$ cat src/rtl/mips_core_pkg.sv
// Shared types for the MIPS core hazard logic: controller states and the
// hazard cause codes used by the priority encoder (also handy for debug).
package mips_core_pkg;

  typedef enum logic {
    IDLE,
    WAIT_IFILL
  } hazard_state_t;

  typedef enum logic [2:0] {
    NONE,
    DMISS,
    MISPRED,
    LOADUSE,
    IMISS
  } hazard_cause_t;

endpackage

$ cat src/rtl/hazard_controller_sat_counter.sv
// Saturating up-counter used for the hazard performance statistics.
// Sticks at all-ones instead of wrapping.
module sat_counter #(
  parameter int COUNT_W = 32
) (
  input  logic               clk,
  input  logic               rst_n,
  input  logic               inc_i,
  output logic [COUNT_W-1:0] count_o
);

  logic [COUNT_W-1:0] count_q;

  // Count one event per cycle until the counter is full, then hold.
  always_ff @(posedge clk) begin
    if (!rst_n) begin
      count_q <= '0;
    end else if (inc_i && (count_q != '1)) begin
      count_q <= count_q + COUNT_W'(1);
    end
  end

  assign count_o = count_q;

endmodule

$ cat src/rtl/hazard_controller.sv
// Pipeline hazard controller: prioritises d-cache miss, branch mispredict,
// load-use and i-cache miss hazards into per-stage stall/flush controls and a
// PC redirect. A redirect raised during an i-cache fill is parked until the
// fill completes. Per-cause saturating counters track hazard activity.
module hazard_controller
  import mips_core_pkg::*;
#(
  parameter int COUNT_W = 32,
  parameter int ADDR_W  = 32
) (
  input  logic               clk,
  input  logic               rst_n,
  input  logic               i_icache_miss,
  input  logic               i_dcache_miss,
  input  logic               i_dec_uses_rs,
  input  logic [4:0]         i_dec_rs_addr,
  input  logic               i_dec_uses_rt,
  input  logic [4:0]         i_dec_rt_addr,
  input  logic               i_ex_is_load,
  input  logic [4:0]         i_ex_rw_addr,
  input  logic               i_ex_branch_valid,
  input  logic               i_ex_mispredict,
  input  logic [ADDR_W-1:0]  i_ex_recovery_target,
  output logic               o_if_stall,
  output logic               o_redirect_valid,
  output logic [ADDR_W-1:0]  o_redirect_pc,
  output logic               o_i2d_stall,
  output logic               o_i2d_flush,
  output logic               o_d2e_stall,
  output logic               o_d2e_flush,
  output logic               o_e2m_stall,
  output logic               o_e2m_flush,
  output logic               o_m2w_stall,
  output logic               o_m2w_flush,
  output logic [COUNT_W-1:0] o_cnt_dmiss,
  output logic [COUNT_W-1:0] o_cnt_loaduse,
  output logic [COUNT_W-1:0] o_cnt_mispredict
);

  hazard_state_t     state_q, state_d;
  logic [ADDR_W-1:0] target_q, target_d;
  hazard_cause_t     cause;
  logic              loaduse;
  logic              mispred;
  logic              incDmiss;
  logic              incLoaduse;
  logic              incMispred;

  // Raw hazard detection; register 0 is hardwired so it never creates a dependency.
  always_comb begin
    loaduse = i_ex_is_load && (i_ex_rw_addr != 5'd0) &&
              ((i_dec_uses_rs && (i_dec_rs_addr == i_ex_rw_addr)) ||
               (i_dec_uses_rt && (i_dec_rt_addr == i_ex_rw_addr)));
    mispred = i_ex_branch_valid && i_ex_mispredict;
  end

  // Fixed-priority hazard resolution producing controls and next state.
  // Everything is forced quiet while reset is held.
  always_comb begin
    state_d          = state_q;
    target_d         = target_q;
    cause            = NONE;
    incDmiss         = 1'b0;
    incLoaduse       = 1'b0;
    incMispred       = 1'b0;
    o_if_stall       = 1'b0;
    o_redirect_valid = 1'b0;
    o_redirect_pc    = '0;
    o_i2d_stall      = 1'b0;
    o_i2d_flush      = 1'b0;
    o_d2e_stall      = 1'b0;
    o_d2e_flush      = 1'b0;
    o_e2m_stall      = 1'b0;
    o_e2m_flush      = 1'b0;
    o_m2w_stall      = 1'b0;
    o_m2w_flush      = 1'b0;

    if (rst_n) begin
      case (state_q)
        IDLE: begin
          if (i_dcache_miss)      cause = DMISS;
          else if (mispred)       cause = MISPRED;
          else if (loaduse)       cause = LOADUSE;
          else if (i_icache_miss) cause = IMISS;
          else                    cause = NONE;

          case (cause)
            DMISS: begin
              o_if_stall  = 1'b1;
              o_i2d_stall = 1'b1;
              o_d2e_stall = 1'b1;
              o_e2m_stall = 1'b1;
              o_m2w_flush = 1'b1;
              incDmiss    = 1'b1;
            end
            MISPRED: begin
              o_i2d_flush = 1'b1;
              o_d2e_flush = 1'b1;
              incMispred  = 1'b1;
              if (!i_icache_miss) begin
                o_redirect_valid = 1'b1;
                o_redirect_pc    = i_ex_recovery_target;
              end else begin
                o_if_stall = 1'b1;
                target_d   = i_ex_recovery_target;
                state_d    = WAIT_IFILL;
              end
            end
            LOADUSE: begin
              o_if_stall  = 1'b1;
              o_i2d_stall = 1'b1;
              o_d2e_flush = 1'b1;
              incLoaduse  = 1'b1;
            end
            IMISS: begin
              o_if_stall  = 1'b1;
              o_i2d_flush = 1'b1;
            end
            default: begin
            end
          endcase
        end

        WAIT_IFILL: begin
          if (i_dcache_miss) begin
            o_if_stall  = 1'b1;
            o_i2d_flush = 1'b1;
            o_d2e_stall = 1'b1;
            o_e2m_stall = 1'b1;
            o_m2w_flush = 1'b1;
            incDmiss    = 1'b1;
          end else if (i_icache_miss) begin
            o_if_stall  = 1'b1;
            o_i2d_flush = 1'b1;
          end else begin
            o_redirect_valid = 1'b1;
            o_redirect_pc    = target_q;
            o_i2d_flush      = 1'b1;
            state_d          = IDLE;
          end
        end

        default: begin
          state_d = IDLE;
        end
      endcase
    end
  end

  // Controller state and the parked redirect target.
  always_ff @(posedge clk) begin
    if (!rst_n) begin
      state_q  <= IDLE;
      target_q <= '0;
    end else begin
      state_q  <= state_d;
      target_q <= target_d;
    end
  end

  sat_counter #(.COUNT_W(COUNT_W)) u_cnt_dmiss (
    .clk     (clk),
    .rst_n   (rst_n),
    .inc_i   (incDmiss),
    .count_o (o_cnt_dmiss)
  );

  sat_counter #(.COUNT_W(COUNT_W)) u_cnt_loaduse (
    .clk     (clk),
    .rst_n   (rst_n),
    .inc_i   (incLoaduse),
    .count_o (o_cnt_loaduse)
  );

  sat_counter #(.COUNT_W(COUNT_W)) u_cnt_mispredict (
    .clk     (clk),
    .rst_n   (rst_n),
    .inc_i   (incMispred),
    .count_o (o_cnt_mispredict)
  );

endmodule

$ cat config.mk
export PLATFORM = sky130hd
export DESIGN_NAME = hazard_controller
export DESIGN_NICKNAME = d
export VERILOG_FILES = /design/src/rtl/mips_core_pkg.sv /design/src/rtl/hazard_controller_sat_counter.sv /design/src/rtl/hazard_controller.sv
export SDC_FILE = /design/constraint.sdc
export NUM_CORES = 1
export LEC_CHECK = 0
export ABC_AREA = 0
export CAP_MARGIN = 20
export CORE_MARGIN = 2
export CORE_UTILIZATION = 52
export CTS_CLUSTER_DIAMETER = 80
export DETAILED_ROUTE_END_ITERATION = 10
export PLACE_DENSITY = 0.95
export SYNTH_ARGS = -nofsm -noshare
export SYNTH_HDL_FRONTEND = slang
export SYNTH_SLANG_ARGS = --single-unit
export TNS_END_PERCENT = 100
$ cat constraint.sdc
create_clock -name clk -period 7.52 [get_ports clk]
set_input_delay 1.88 -clock clk [delete_from_list [all_inputs] [get_ports clk]]
set_output_delay 1.88 -clock clk [all_outputs]
set_load 0.005 [all_outputs]
After elaboration in Yosys (flattened, before gate mapping)
Index checks and enable logic that the tools add are counted.
Widths: inputs -> output; s select.
{"block": "totals", "regBits": 129, "latch_bits": 0, "ram_bits": 0, "mem_bits_ro": 0, "out_inout_bits": 138, "wordCells": 76, "n_memories": 0}
{"block": "classes", "n_addsub": 3, "multipliers": 0, "n_div": 0, "magnitude_cmp": 0, "eq_ne": 9, "n_shift": 0, "muxes": 43, "bitwise_logic": 1, "reduce_logical": 15}
{"cell": "$mux 32", "count": 5}
{"cell": "$add 32x1->32 const B", "count": 3}
{"cell": "$ne 32x32->1 const B", "count": 3}
{"cell": "$pmux 32 s2", "count": 1}
{"cell": "$mux 1", "count": 25}
{"cell": "$mux 3", "count": 6}
{"cell": "$pmux 1 s2", "count": 6}
{"cell": "$eq 5x5->1", "count": 2}
{"cell": "$logic_and 1x1->1", "count": 8}
{"cell": "$eq 3x2->1 const B", "count": 2}
{"cell": "$reduce_or 2->1", "count": 3}
{"cell": "$reduce_bool 5->1", "count": 1}
{"cell": "$eq 3x1->1 const B", "count": 1}
{"cell": "$eq 3x3->1 const B", "count": 1}
{"cell": "$reduce_and 3->1", "count": 1}
{"cell": "$reduce_or 3->1", "count": 1}
{"cell": "$logic_or 1x1->1", "count": 1}
{"cell": "$not 1->1", "count": 1}

Depth between registers and ports, before layout
Gate-level depths: netlist of run 1.
{"block": "logic_depth", "ltp_word": 14, "mapped_depth": 9, "mapped_depth_nobuf": 7}

Hierarchy
From an unflattened synthesis of run 1, not the netlist that was laid out.
{"block": "unflattened", "cells_unflattened": 840, "area_unflattened_um2": 7021.7}
{"mod": "sat_counter (u_cnt_dmiss ...)", "n_inst": 2, "cells_each": 200, "area_per_inst_um2": 1704.1, "seq_area_each_um2": 640.6}
{"mod": "hazard_controller", "n_inst": 1, "cells_each": 243, "area_per_inst_um2": 1978.1, "seq_area_each_um2": 660.6}
{"mod": "sat_counter (u_cnt_mispredict)", "n_inst": 1, "cells_each": 197, "area_per_inst_um2": 1635.3, "seq_area_each_um2": 640.6}

Least setup slack after synthesis of run 1
Ideal clock, no wire load.
{"block": "synth_timing", "path_type": "in2out", "startpoint": "input i_dcache_miss", "endpoint": "output o_redirect_pc[15]", "arrival_ns": 3.188, "slack_ns": 2.452, "path_stages": 6, "n_path_buf": 3, "cell_sequence": "buf_2 > nor4_1 > and2_1 > buf_2 > buf_2 > a22o_1"}
{"block": "synth_between", "elab_chain_cells": 7, "elab_cells_between_ends": 8, "classes_between": "1 x eq/ne; 7 x mux"}
{"element": "start: declaration", "line_no": "hazard_controller.sv:14", "source": "input logic i_dcache_miss,"}
{"element": "$mux 3", "line_no": "hazard_controller.sv:81", "source": "if (i_dcache_miss) cause = DMISS;"}
{"element": "$mux 3", "line_no": "hazard_controller.sv:79", "source": "case (state_q)"}
{"element": "$mux 3", "line_no": "hazard_controller.sv:78", "source": "if (rst_n) begin"}
{"element": "$eq 3x2->1", "line_no": "hazard_controller.sv:87", "source": "case (cause)"}
{"element": "$mux 32", "line_no": "hazard_controller.sv:87"}
{"element": "$pmux 32 s2 (*)", "line_no": "hazard_controller.sv:79"}
{"element": "$mux 32 (*)", "line_no": "hazard_controller.sv:78"}
{"element": "end: declaration", "line_no": "hazard_controller.sv:26", "source": "output logic [ADDR_W-1:0] o_redirect_pc,"}
Every way passes the cells marked *; elsewhere a longest branch is shown, timed or not. The select of a mux whose other input is x is not followed.

Worst setup path after layout of run 1
{"block": "layout_timing", "startpoint": "input i_dcache_miss", "endpoint": "output o_redirect_pc[27]"}
Same word-level chain as after synthesis.

==> out/qor.json, run 1 <==
{
  "worst_setup_path": {
    "r2r_slack_ps": 4640,
    "setup.worst_path.end_class": "primary output",
    "critical_path.max_fanout": 19,
    "critical_path.startpoint_type": "input port",
    "cp_data_required_time_ps": 5640,
    "critical_path_arrival_ps": 4430,
    "worst-setup-path-type": "in -> out"
  },
  "logic_synthesis": {
    "synth-main-ff-cell": "dfxtp_1",
    "synth_top_area_share_pct": 39.27,
    "register_area_share_after_synthesis_pct": 39.27,
    "synth_seq_cells": 129,
    "count_of_mapped_cells_out_of_synthesis": 812,
    "synth.area.top_cells": "dfxtp_1 (39%), nand2_1 (7.5%), xor2_1 (4.5%)",
    "count_of_flip_flops_with_a_built_in_enable_after_synthesis": 0,
    "yosys_cell_types": 59,
    "synth_warnings": 0,
    "post-synth-top-area-cell": "dfxtp_1",
    "synth_area_mm2": 0.006576,
    "syn_avg_cell_area_um2": 8.099,
    "post_synthesis_async_set_or_reset_flop_share_pct": 0
  },
  "layout": {
    "syn2layout_area_growth_pct": 39.02,
    "drive_above_1_share_pct": 5.550,
    "number_of_diodes_added_for_antenna_fixing": 0,
    "layout.cells.non_filler": 1163,
    "fillers": 942,
    "num-nets-final": 1037,
    "post-route-cell-area_mm2": 0.009143
  },
  "sta": {
    "total_count_of_hold_check_failures_in_the_final_report": 0,
    "setup_viol": 0,
    "setup_ws_ps": 1206,
    "period_share_pct": 83.96,
    "setup_total_negative_slack_ps": 0,
    "timing.final.crit_period_ps": 6314,
    "finClkSkew_ps": 7.249,
    "timing.fmax_mhz": 158.4,
    "max_slew_headroom_at_the_worst_pin_pct": 42.44,
    "worstMarginPinSlew_ps": 856.8,
    "hold_slack_ps": 454.1,
    "setup_repair_after_global_routing_missed_its_margin": "no",
    "final-max-slew-violation-count": 0
  },
  "global_routing": {
    "overflow": 0,
    "grt_util_all_layers_pct": 26.27,
    "initial_antenna_violation_count": 0,
    "pin_count_of_the_biggest_net_entering_global_routing": 67,
    "number_of_global_route_vias_before_repair": 5942,
    "grt_first_pass_wirelength_um": 28580
  },
  "power_and_ir_drop": {
    "max-vdd-ir-drop_uv": 138.2,
    "cellPowerDensity_mw_per_mm2": 178.2,
    "power.static_leakage_nw": 3.107
  },
  "cts": {
    "hold_buffers": 0,
    "numCtsBuffers": 17,
    "cts_buffer_depth": 2,
    "number_of_instances_resized_during_post_cts_repair": 0,
    "clk_root_buffer_cell": "clkbuf_16",
    "clkTransAtPathRegs_ps": 50,
    "cts_htree_levels": 4,
    "clock_latency_ps": 410,
    "cts_setup_buffers": 0,
    "clock_sink_count": 129,
    "tritoncts_clock_tree": "done"
  },
  "die": {
    "num_rows": 41,
    "top_level_ports": 194,
    "die_span_x_um": 116.5,
    "start_util_pct": 52.76,
    "die_area_mm2": 0.01356,
    "core-area_mm2": 0.01247,
    "die_height_um": 116.5
  },
  "routing": {
    "first_iter_violations": 662,
    "num_vias": 6633,
    "drt-vias-per-instance": 5.703,
    "drt_wl_total_um": 18220,
    "detail_route.first_pass.iterations": 5,
    "ant_nets": 0,
    "routed_wire_length_per_instance_um": 15.67,
    "drcViolationCount": 0
  },
  "run_status": {
    "run_status": "completed"
  },
  "place": {
    "buffer_ports.inserted": 191,
    "gp_routability_congestion": 0.8429,
    "post-dp-hpwl_um": 12540,
    "dpl.cell_count": 1130,
    "pre_cts_slack_ps": 1223,
    "dpl-instance-area_mm2": 0.008524
  },
  "hold_path": {
    "min_path_type": "reg -> reg"
  },
  "run": {
    "timing.max_cap.violations": 0
  }
}
-- placed cells by master, fill, tap and decap left out, types with 8 or more instances in the layout --
master	synthesis	routed
or3_1	11	11
nand2b_1	18	18
xnor2_1	30	30
a22oi_1	13	13
o21ai_0	13	13
o41ai_1	8	8
and2_1	13	13
and4_1	12	12
clkdlybuf4s50_1	0	190
or4_1	8	8
nand3_1	39	39
and3_1	15	15
xor2_1	34	34
nor2_1	77	77
mux2i_1	12	12
inv_1	10	9
nor4_1	15	14
dfxtp_1	129	129
a21oi_1	43	43
nand2_1	131	131
a22o_1	19	19
clkbuf_16	0	17
o311ai_0	8	8
nor3_1	17	17
nand4_1	29	29
-- synthesized netlist by cell type, drive strengths merged (17+ instances only) --
library cell,n
dfxtp,129
nor2,77
a21oi,43
xor2,34
nand3,39
nor3,19
a22o,19
nand2b,18
xnor2,30
nand2,131
buf,19
nor4,17
clkbuf,34
nand4,31
-- final timing paths --
kind / start / cells after the start / to
setup / recovery: i_dcache_miss / 6 / o_redirect_pc[27]
hold / removal: target_q[13]$_SDFFE_PN0P_ / 2 / target_q[13]$_SDFFE_PN0P_
setup reg to reg: u_cnt_loaduse.count_o[8]$_SDFFE_PN0P_ / 7 / u_cnt_loaduse.count_o[0]$_SDFFE_PN0P_
hold reg to reg: target_q[13]$_SDFFE_PN0P_ / 2 / target_q[13]$_SDFFE_PN0P_
-- critical path, stage by stage --
cell	delay, ps
clkdlybuf4s50_1	620
nor4_2	280
buf_4	240
and2_1	650
a22o_1	260
clkdlybuf4s50_1	500
-- cell families (layout without fill, tap and decap cells) --
| kind of cell | Yosys count | in the layout | share of synthesized area, % |
|---|---|---|---|
| AOI/OAI and AO/OA | 129 | 129 | 13.45 |
| xor gates and xnor gates | 64 | 64 | 8.524 |
| adders and majority gates | 3 | 3 | 0.5708 |
| buffers and inverters | 63 | 241 | 4.281 |
| DFF | 129 | 129 | 39.27 |
| muxes | 12 | 12 | 1.827 |
| other | 1 | 2 | 0.05702 |
| and+or+nand+nor | 411 | 411 | 32.02 |
-- area by class of cell --
cell class              instances  area (um^2)  share of cell area, %
multi-input cells             621         3729                  40.78
flip-flops and latches        129         2582                  28.25
repair buffers                199         1971                  21.55
clock buffers                  22        474.2                  5.187
well taps                     172        215.2                  2.354
clock inverters                10        132.6                  1.451
inverters                      10        38.79                 0.4243
-- flip-flops by register name (all words and copies together) (netlist names) --
register	count
u_cnt_loaduse.count_o	32
state_q	1
u_cnt_mispredict.count_o	32
u_cnt_dmiss.count_o	32
target_q	32
-- stage by stage --
| stage | power, mW | utilization, % |
|---|---|---|
| floorplan | 0.7509 | - |
| global placement | 0.8028 | 68.32 |
| detailed placement | 0.8053 | 68.38 |
| CTS | 1.639 | 73.25 |
| global route | 1.679 | 73.34 |
| finish | 1.630 | 73.34 |
-- power breakdown --
group | total [mW] | internal, mW | switching (mW)
clock | 0.838 | 0.545 | 0.293
sequential | 0.694 | 0.689 | 0.00503
combinational | 0.0972 | 0.0491 | 0.0481
-- routing by layer --
| layer | vias to the layer above | track usage, % | wire length [um] |
|---|---|---|---|
| met3 | 42 | 5.864 | 1018 |
| met4 | 0 | 11.19 | 510 |
| met5 | - | 0 | 0 |
| li1 | 3228 | - | - |
| met2 | 234 | 43.68 | 8831 |
| met1 | 3129 | 32.89 | 7862 |
Note: power is estimated with default switching activity, not from simulation.
==> run 2: changes to the inputs <==
Settings changed: CORE_UTILIZATION 52 to 48, PLACE_DENSITY 0.95 to 0.89.
Clock period 7.52 ns to 6 ns, I/O delays scaled along.
==> run 2 against run 1 <==
Non-clock buffer count increased by 1. Critical path type unchanged. Setup slack got worse by 650 ps. Flip-flop and latch count stayed put. Highest routed layer unchanged. Critical endpoint is now o_redirect_pc[16].
==> out/qor.json, run 2 (synthesized netlist as in run 1, its figures left out) <==
{
  "worst_setup_path": {
    "r2r_slack": {"value": 3260, "unit": "ps", "change": "-1380 ps"},
    "buffers_and_inverters_on_the_worst_path": {"value": 2, "change": "-1"},
    "r2r-end": "u_cnt_loaduse.count_o[16]$_SDFFE_PN0P_",
    "critical_path.max_fanout": {"value": 19, "change": "unchanged"},
    "critical-path-top-delay-family": "buffers and inverters",
    "worst_path_largest_cell_delay": {"value": 690, "unit": "ps", "change": "+40 ps"},
    "cell_seen_most_often_among_critical_path_stages": "clkdlybuf4s50_1",
    "worst-setup-path-type": "in -> out",
    "worst_r2r_path_depth": {"value": 6, "change": "-1"},
    "cp_data_required_time": {"value": 4500, "unit": "ps", "change": "-1140 ps"},
    "setup.worst_path.end_class": "primary output",
    "crit_path_top_delay_cell": "and3_1",
    "r2r-start": "u_cnt_loaduse.count_o[8]$_SDFFE_PN0P_",
    "worst-path-stages": {"value": 5, "change": "-1"},
    "critical_path.startpoint_type": "input port",
    "path_cells": "clkdlybuf4s50_1, nor2_1, and3_1, a22o_1, clkdlybuf4s50_1",
    "critical_path_arrival": {"value": 3950, "unit": "ps", "change": "-480 ps"}
  },
  "sta": {
    "worstMarginPinSlew": {"value": 745.8, "unit": "ps", "change": "-110.9 ps"},
    "final-max-slew-violation-count": {"value": 0, "change": "unchanged"},
    "timing.fmax_mhz": 183.6,
    "total_count_of_hold_check_failures_in_the_final_report": {"value": 0, "change": "unchanged"},
    "timing.final.crit_period_ps": 5448,
    "period_share_pct": 90.80,
    "max_slew_headroom_at_the_worst_pin": {"value": 50.28, "unit": "%", "change": "+7.8 points"},
    "finClkSkew": {"value": 8.631, "unit": "ps", "change": "+1.383 ps"},
    "setup_total_negative_slack": {"value": 0, "unit": "ps", "change": "unchanged"},
    "setup_repair_after_global_routing_missed_its_margin": "no",
    "setup_viol": {"value": 0, "change": "unchanged"}
  },
  "cts": {
    "hold_buffers": {"value": 0, "change": "unchanged"},
    "clkTransAtPathRegs": {"value": 50, "unit": "ps", "change": "about the same"},
    "cts_htree_levels": {"value": 4, "change": "unchanged"},
    "cts_buffer_depth": {"value": 2, "change": "unchanged"},
    "number_of_instances_resized_during_post_cts_repair": {"value": 0, "change": "unchanged"},
    "numCtsBuffers": {"value": 17, "change": "unchanged"},
    "clock_sink_count": {"value": 129, "change": "unchanged"},
    "clk_root_buffer_cell": "clkbuf_16",
    "tritoncts_clock_tree": "done",
    "clock_latency": {"value": 420, "unit": "ps", "change": "about the same"},
    "cts_setup_buffers": {"value": 0, "change": "unchanged"}
  },
  "die": {
    "die_span_x": {"value": 121.1, "unit": "um", "change": "+3.9%"},
    "top_level_ports": {"value": 194, "change": "unchanged"},
    "die_area": {"value": 0.01465, "unit": "mm^2", "change": "+8.0%"},
    "num_rows": {"value": 42, "change": "+2.4%"},
    "die_height": {"value": 121.1, "unit": "um", "change": "+3.9%"},
    "core-area": {"value": 0.01330, "unit": "mm^2", "change": "+6.7%"},
    "start_util": {"value": 49.46, "unit": "%", "change": "-3.3 points"}
  },
  "hold_path": {
    "timing.hold.worst.start": "target_q[21]$_SDFFE_PN0P_",
    "worstHoldEndpoint": "target_q[21]$_SDFFE_PN0P_",
    "hold_depth": {"value": 2, "change": "unchanged"},
    "min_path_type": "reg -> reg"
  },
  "global_routing": {
    "grt_first_pass_wirelength": {"value": 29080, "unit": "um", "change": "+1.8%"},
    "number_of_global_route_vias_before_repair": {"value": 5986, "change": "+0.74%"},
    "grt_util_all_layers": {"value": 24.40, "unit": "%", "change": "-1.9 points"},
    "pin_count_of_the_biggest_net_entering_global_routing": {"value": 53, "change": "-21%"},
    "initial_antenna_violation_count": {"value": 0, "change": "unchanged"},
    "overflow": {"value": 0, "change": "unchanged"}
  },
  "layout": {
    "syn2layout_area_growth_pct": 38.72,
    "most_frequent_standard_cell_in_the_layout_excluding_fill_and_tap_cells": "clkdlybuf4s50_1",
    "drive_above_1_share": {"value": 5.544, "unit": "%", "change": "-0.0056 points"},
    "finish.utilization": {"value": 68.61, "unit": "%", "change": "-4.7 points"},
    "number_of_diodes_added_for_antenna_fixing": {"value": 0, "change": "unchanged"},
    "layout.cells.most_common_list": "clkdlybuf4s50_1 (190), nand2_1 (131), dfxtp_1 (129), nor2_1 (77), a21oi_1 (43)",
    "num-nets-final": {"value": 1038, "change": "+0.096%"}
  },
  "routing": {
    "routed_wire_length_per_instance": {"value": 15.44, "unit": "um", "change": "-1.5%"},
    "drt_wl_total": {"value": 18030, "unit": "um", "change": "-1.0%"},
    "highest_routed_layer": "met4",
    "met3_wirelength": {"value": 1245, "unit": "um", "change": "+22%"},
    "detail_route.first_pass.iterations": {"value": 5, "change": "unchanged"},
    "num_vias": {"value": 6635, "change": "+0.030%"},
    "drcViolationCount": {"value": 0, "change": "unchanged"},
    "drt-met1-wl": {"value": 7781, "unit": "um", "change": "-1.0%"},
    "drt-vias-per-instance": {"value": 5.681, "change": "-0.40%"},
    "wl_met2": {"value": 8571, "unit": "um", "change": "-2.9%"},
    "ant_nets": {"value": 0, "change": "unchanged"},
    "first_iter_violations": {"value": 519, "change": "-22%"}
  },
  "place": {
    "buffer_ports.inserted": {"value": 191, "change": "unchanged"},
    "post-dp-hpwl": {"value": 12460, "unit": "um", "change": "-0.65%"},
    "gp_routability_congestion": {"value": 0.8213, "change": "-2.6%"}
  },
  "power_and_ir_drop": {
    "max-vdd-ir-drop": {"value": 183.1, "unit": "uV", "change": "+32%"},
    "power.static_leakage": {"value": 3.104, "unit": "nW", "change": "about the same"},
    "cellPowerDensity": {"value": 218.7, "unit": "mW/mm^2", "change": "+23%"}
  },
  "run": {
    "timing.max_cap.violations": {"value": 0, "change": "unchanged"}
  },
  "run_status": {
    "run_status": "completed"
  }
}
[run 2: cell count changes in the layout (fill, tap and decap cells not counted), sizes merged]
| cell | before | now |
|---|---|---|
| bufinv | 3 | 2 |
| clkinvlp | 3 | 1 |
| buf | 9 | 10 |
| clkinv | 5 | 8 |
[run 2: worst max-delay path by stage]
stage                               start                end  slack [ps]
after floorplan             i_dcache_miss  o_redirect_pc[15]        1690
after global placement    i_ex_rw_addr[3]         o_if_stall         600
after detailed placement  i_ex_rw_addr[3]         o_if_stall         580
after CTS                   i_dcache_miss  o_redirect_pc[16]         570
after global routing        i_dcache_miss  o_redirect_pc[16]         350
final                       i_dcache_miss  o_redirect_pc[16]         550
[run 2: power by group]
group / internal [mW] / switching (mW) / total (mW)
combinational: 0.0615 / 0.0594 / 0.121
clock: 0.630 / 0.374 / 1.00
sequential: 0.864 / 0.00659 / 0.871
[run 2: metal layers]
layer | up-vias | GRT usage, %
met5 | - | 0
met4 | 0 | 10.17
met3 | 36 | 6.156
met2 | 243 | 38.87
met1 | 3132 | 31.40
li1 | 3224 | -
[run 2: per-stage QoR]
stage | std cells | area [um^2] | worst slack (ps) | total power [mW] | hold WS, ps
6_report | 1168 | 9123 | 552.2 | 1.996 | 454.4
5_1_grt | 1168 | 9123 | 345.7 | 2.057 | 469.3
4_1_cts | 1167 | 9111 | 567.9 | 2.008 | 454.0
3_5_place_dp | 1135 | 8537 | 582.2 | 1.009 | 446.9
3_3_place_gp | 1134 | 8529 | 597.1 | 1.007 | 442.4
2_1_floorplan | 813 | 6580 | 1692 | 0.9411 | 436.6
[run 2: final cells by class]
class | instances | area [um^2]
Tap cell | 176 | 220.2
Sequential cell | 129 | 2582
Inverter | 10 | 38.79
Clock inverter | 10 | 110.1
Clock buffer | 22 | 464.2
Fill cell | 1048 | 4173
Multi-Input combinational cell | 621 | 3729
Timing Repair Buffer | 200 | 1978
[run 2: tightest hold or removal path: stages (launching register included)]
cell and delay, ps:
dfxtp_1 300, nand2_1 50, a21oi_1 50
==> run 3: changes to the inputs <==
==> constraint.sdc (replaced) <==
create_clock -name clk -period 6 [get_ports clk]
set_input_delay 0.6 -clock clk [delete_from_list [all_inputs] [get_ports clk]]
set_output_delay 0.6 -clock clk [all_outputs]
set_load 0.005 [all_outputs]
==> run 3 against run 2 <==
Power is 3.9% higher. Largest cell class unchanged. Clock power is 8% higher. Clock-buffer cell count is 2 lower. Flip-flop and latch count stayed put. Critical endpoint is now o_redirect_pc[0].
==> out/qor.json, run 3 (synthesized netlist as in run 1, its figures left out) <==
{
  "run_status": {
    "run_status": "completed"
  },
  "worst_setup_path": {
    "critical_path.max_fanout": {"value": 19, "change": "unchanged"},
    "buffers_and_inverters_on_the_worst_path": {"value": 3, "change": "+1"},
    "worst_path_largest_cell_delay": {"value": 630, "unit": "ps", "change": "-60 ps"},
    "critical_path_arrival": {"value": 3110, "unit": "ps", "change": "-840 ps"},
    "setup.worst_path.end_class": "primary output",
    "cp_data_required_time": {"value": 5400, "unit": "ps", "change": "+900 ps"},
    "cell_seen_most_often_among_critical_path_stages": "clkdlybuf4s50_1",
    "critical-path-top-delay-family": "buffers and inverters",
    "path_cells": "clkdlybuf4s50_1, nor4_2, buf_4, and2_1, a22o_1, clkdlybuf4s50_1",
    "crit_path_top_delay_cell": "clkdlybuf4s50_1",
    "worst-setup-path-type": "in -> out",
    "critical_path.startpoint_type": "input port"
  },
  "cts": {
    "clock_latency": {"value": 420, "unit": "ps", "change": "about the same"},
    "cts_htree_levels": {"value": 4, "change": "unchanged"},
    "number_of_instances_resized_during_post_cts_repair": {"value": 0, "change": "unchanged"},
    "cts_setup_buffers": {"value": 0, "change": "unchanged"},
    "hold_buffers": {"value": 0, "change": "unchanged"},
    "tritoncts_clock_tree": "done",
    "numCtsBuffers": {"value": 17, "change": "unchanged"},
    "clkTransAtPathRegs": {"value": 60, "unit": "ps", "change": "about the same"},
    "clock_sink_count": {"value": 129, "change": "unchanged"},
    "clk_root_buffer_cell": "clkbuf_16",
    "cts_buffer_depth": {"value": 2, "change": "unchanged"}
  },
  "global_routing": {
    "grt_first_pass_wirelength": {"value": 29150, "unit": "um", "change": "+0.21%"},
    "number_of_global_route_vias_before_repair": {"value": 5973, "change": "-0.22%"},
    "overflow": {"value": 0, "change": "unchanged"},
    "grt_util_all_layers": {"value": 24.41, "unit": "%", "change": "about the same"},
    "pin_count_of_the_biggest_net_entering_global_routing": {"value": 68, "change": "+28%"},
    "initial_antenna_violation_count": {"value": 0, "change": "unchanged"}
  },
  "sta": {
    "finClkSkew": {"value": 7.856, "unit": "ps", "change": "-0.7753 ps"},
    "final-max-slew-violation-count": {"value": 0, "change": "unchanged"},
    "timing.final.crit_period": {"value": 3709, "unit": "ps", "change": "-1739 ps"},
    "max_slew_headroom_at_the_worst_pin": {"value": 25.97, "unit": "%", "change": "-24 points"},
    "worstMarginPinSlew": {"value": 1102, "unit": "ps", "change": "+356.4 ps"},
    "setup_total_negative_slack": {"value": 0, "unit": "ps", "change": "unchanged"},
    "setup_repair_after_global_routing_missed_its_margin": "no",
    "setup_viol": {"value": 0, "change": "unchanged"},
    "hold_slack": {"value": 452.0, "unit": "ps", "change": "-2.358 ps"},
    "timing.fmax": {"value": 269.6, "unit": "MHz", "change": "+47%"},
    "period_share": {"value": 61.82, "unit": "%", "change": "-29 points"},
    "total_count_of_hold_check_failures_in_the_final_report": {"value": 0, "change": "unchanged"}
  },
  "die": {
    "num_rows": {"value": 42, "change": "unchanged"},
    "core-area": {"value": 0.01330, "unit": "mm^2", "change": "unchanged"},
    "top_level_ports": {"value": 194, "change": "unchanged"},
    "die_area": {"value": 0.01465, "unit": "mm^2", "change": "unchanged"},
    "die_height": {"value": 121.1, "unit": "um", "change": "unchanged"},
    "die_span_x": {"value": 121.1, "unit": "um", "change": "unchanged"},
    "start_util": {"value": 49.46, "unit": "%", "change": "unchanged"}
  },
  "power_and_ir_drop": {
    "max-vdd-ir-drop": {"value": 149.7, "unit": "uV", "change": "-18%"},
    "p_total": {"value": 2.074, "unit": "mW", "change": "+3.9%"},
    "cellPowerDensity": {"value": 226.3, "unit": "mW/mm^2", "change": "+3.5%"},
    "power.static_leakage": {"value": 3.116, "unit": "nW", "change": "+0.39%"}
  },
  "layout": {
    "drive_above_1_share": {"value": 5.657, "unit": "%", "change": "+0.11 points"},
    "syn2layout_area_growth_pct": 39.35,
    "finish.utilization": {"value": 68.93, "unit": "%", "change": "+0.31 points"},
    "layout.cells.non_filler": {"value": 1166, "change": "-0.17%"},
    "num-nets-final": {"value": 1036, "change": "-0.19%"},
    "most_frequent_standard_cell_in_the_layout_excluding_fill_and_tap_cells": "clkdlybuf4s50_1",
    "layout.cells.most_common_list": "clkdlybuf4s50_1 (190), nand2_1 (131), dfxtp_1 (129), nor2_1 (77), a21oi_1 (43)",
    "number_of_diodes_added_for_antenna_fixing": {"value": 0, "change": "unchanged"}
  },
  "routing": {
    "ant_nets": {"value": 0, "change": "unchanged"},
    "drt_wl_total": {"value": 18410, "unit": "um", "change": "+2.1%"},
    "first_iter_violations": {"value": 522, "change": "+0.58%"},
    "detail_route.first_pass.iterations": {"value": 5, "change": "unchanged"},
    "num_vias": {"value": 6653, "change": "+0.27%"},
    "drt-vias-per-instance": {"value": 5.706, "change": "+0.44%"},
    "drcViolationCount": {"value": 0, "change": "unchanged"},
    "routed_wire_length_per_instance": {"value": 15.79, "unit": "um", "change": "+2.2%"}
  },
  "hold_path": {
    "min_path_type": "reg -> reg"
  },
  "place": {
    "buffer_ports.inserted": {"value": 191, "change": "unchanged"},
    "gp_routability_congestion": {"value": 0.8326, "change": "+1.4%"},
    "dpl.cell_count": {"value": 1133, "change": "-0.18%"},
    "post-dp-hpwl": {"value": 12610, "unit": "um", "change": "+1.3%"}
  },
  "run": {
    "timing.max_cap.violations": {"value": 0, "change": "unchanged"}
  }
}
[run 3: changes by cell type in the layout (fill, tap and decap cells not counted), sizes merged]
cell and change:
buf -2, bufinv +1, clkbuf -2, clkinv -2, clkinvlp +1, inv +2
[run 3: layout make-up]
cell class | instances | area, um^2
tap | 176 | 220.2
multi-input combinational | 621 | 3729
timing repair buffer | 198 | 1972
inverter | 10 | 38.79
clock inverter | 12 | 155.1
sequential | 129 | 2582
fill | 1048 | 4131
clock buffer | 20 | 466.7
[run 3: final timing paths]
check / start / cells after the start / to / slack [ps]
max reg2reg: u_cnt_loaduse.count_o[8]$_SDFFE_PN0P_ / 6 / u_cnt_loaduse.count_o[6]$_SDFFE_PN0P_ / 2720
min reg2reg: target_q[11]$_SDFFE_PN0P_ / 2 / target_q[11]$_SDFFE_PN0P_ / 450
max: i_dcache_miss / 6 / o_redirect_pc[0] / 2290
min: target_q[11]$_SDFFE_PN0P_ / 2 / target_q[11]$_SDFFE_PN0P_ / 450
[run 3: metrics by stage]
step           instance area (um^2)  setup slack, ps
2_1_floorplan                  6580             3492
3_3_place_gp                   8514             2368
3_5_place_dp                   8522             2300
4_1_cts                        9144             2291
5_1_grt                        9164             2046
6_report                       9164             2291
[run 3: power by group]
| group | total [mW] | switching (mW) | internal [mW] |
|---|---|---|---|
| Sequential | 0.870 | 0.00637 | 0.864 |
| Combinational | 0.122 | 0.0598 | 0.0624 |
| Clock | 1.08 | 0.394 | 0.688 |
[run 3: metal layers]
layer  wire length [um]  up-vias  track usage [%]
li1                   -     3222                -
met1               7986     3160            31.41
met2               8825      239            39.29
met3               1209       32            6.485
met4                384        0            8.866
met5                  0        -                0
[run 3: worst register-to-register path: stages, from the launching register on]
cell,delay [ps]
dfxtp_1,450
nand4_1,400
or3_1,670
nor4_4,960
nor3_1,320
nand3_1,200
mux2i_1,200
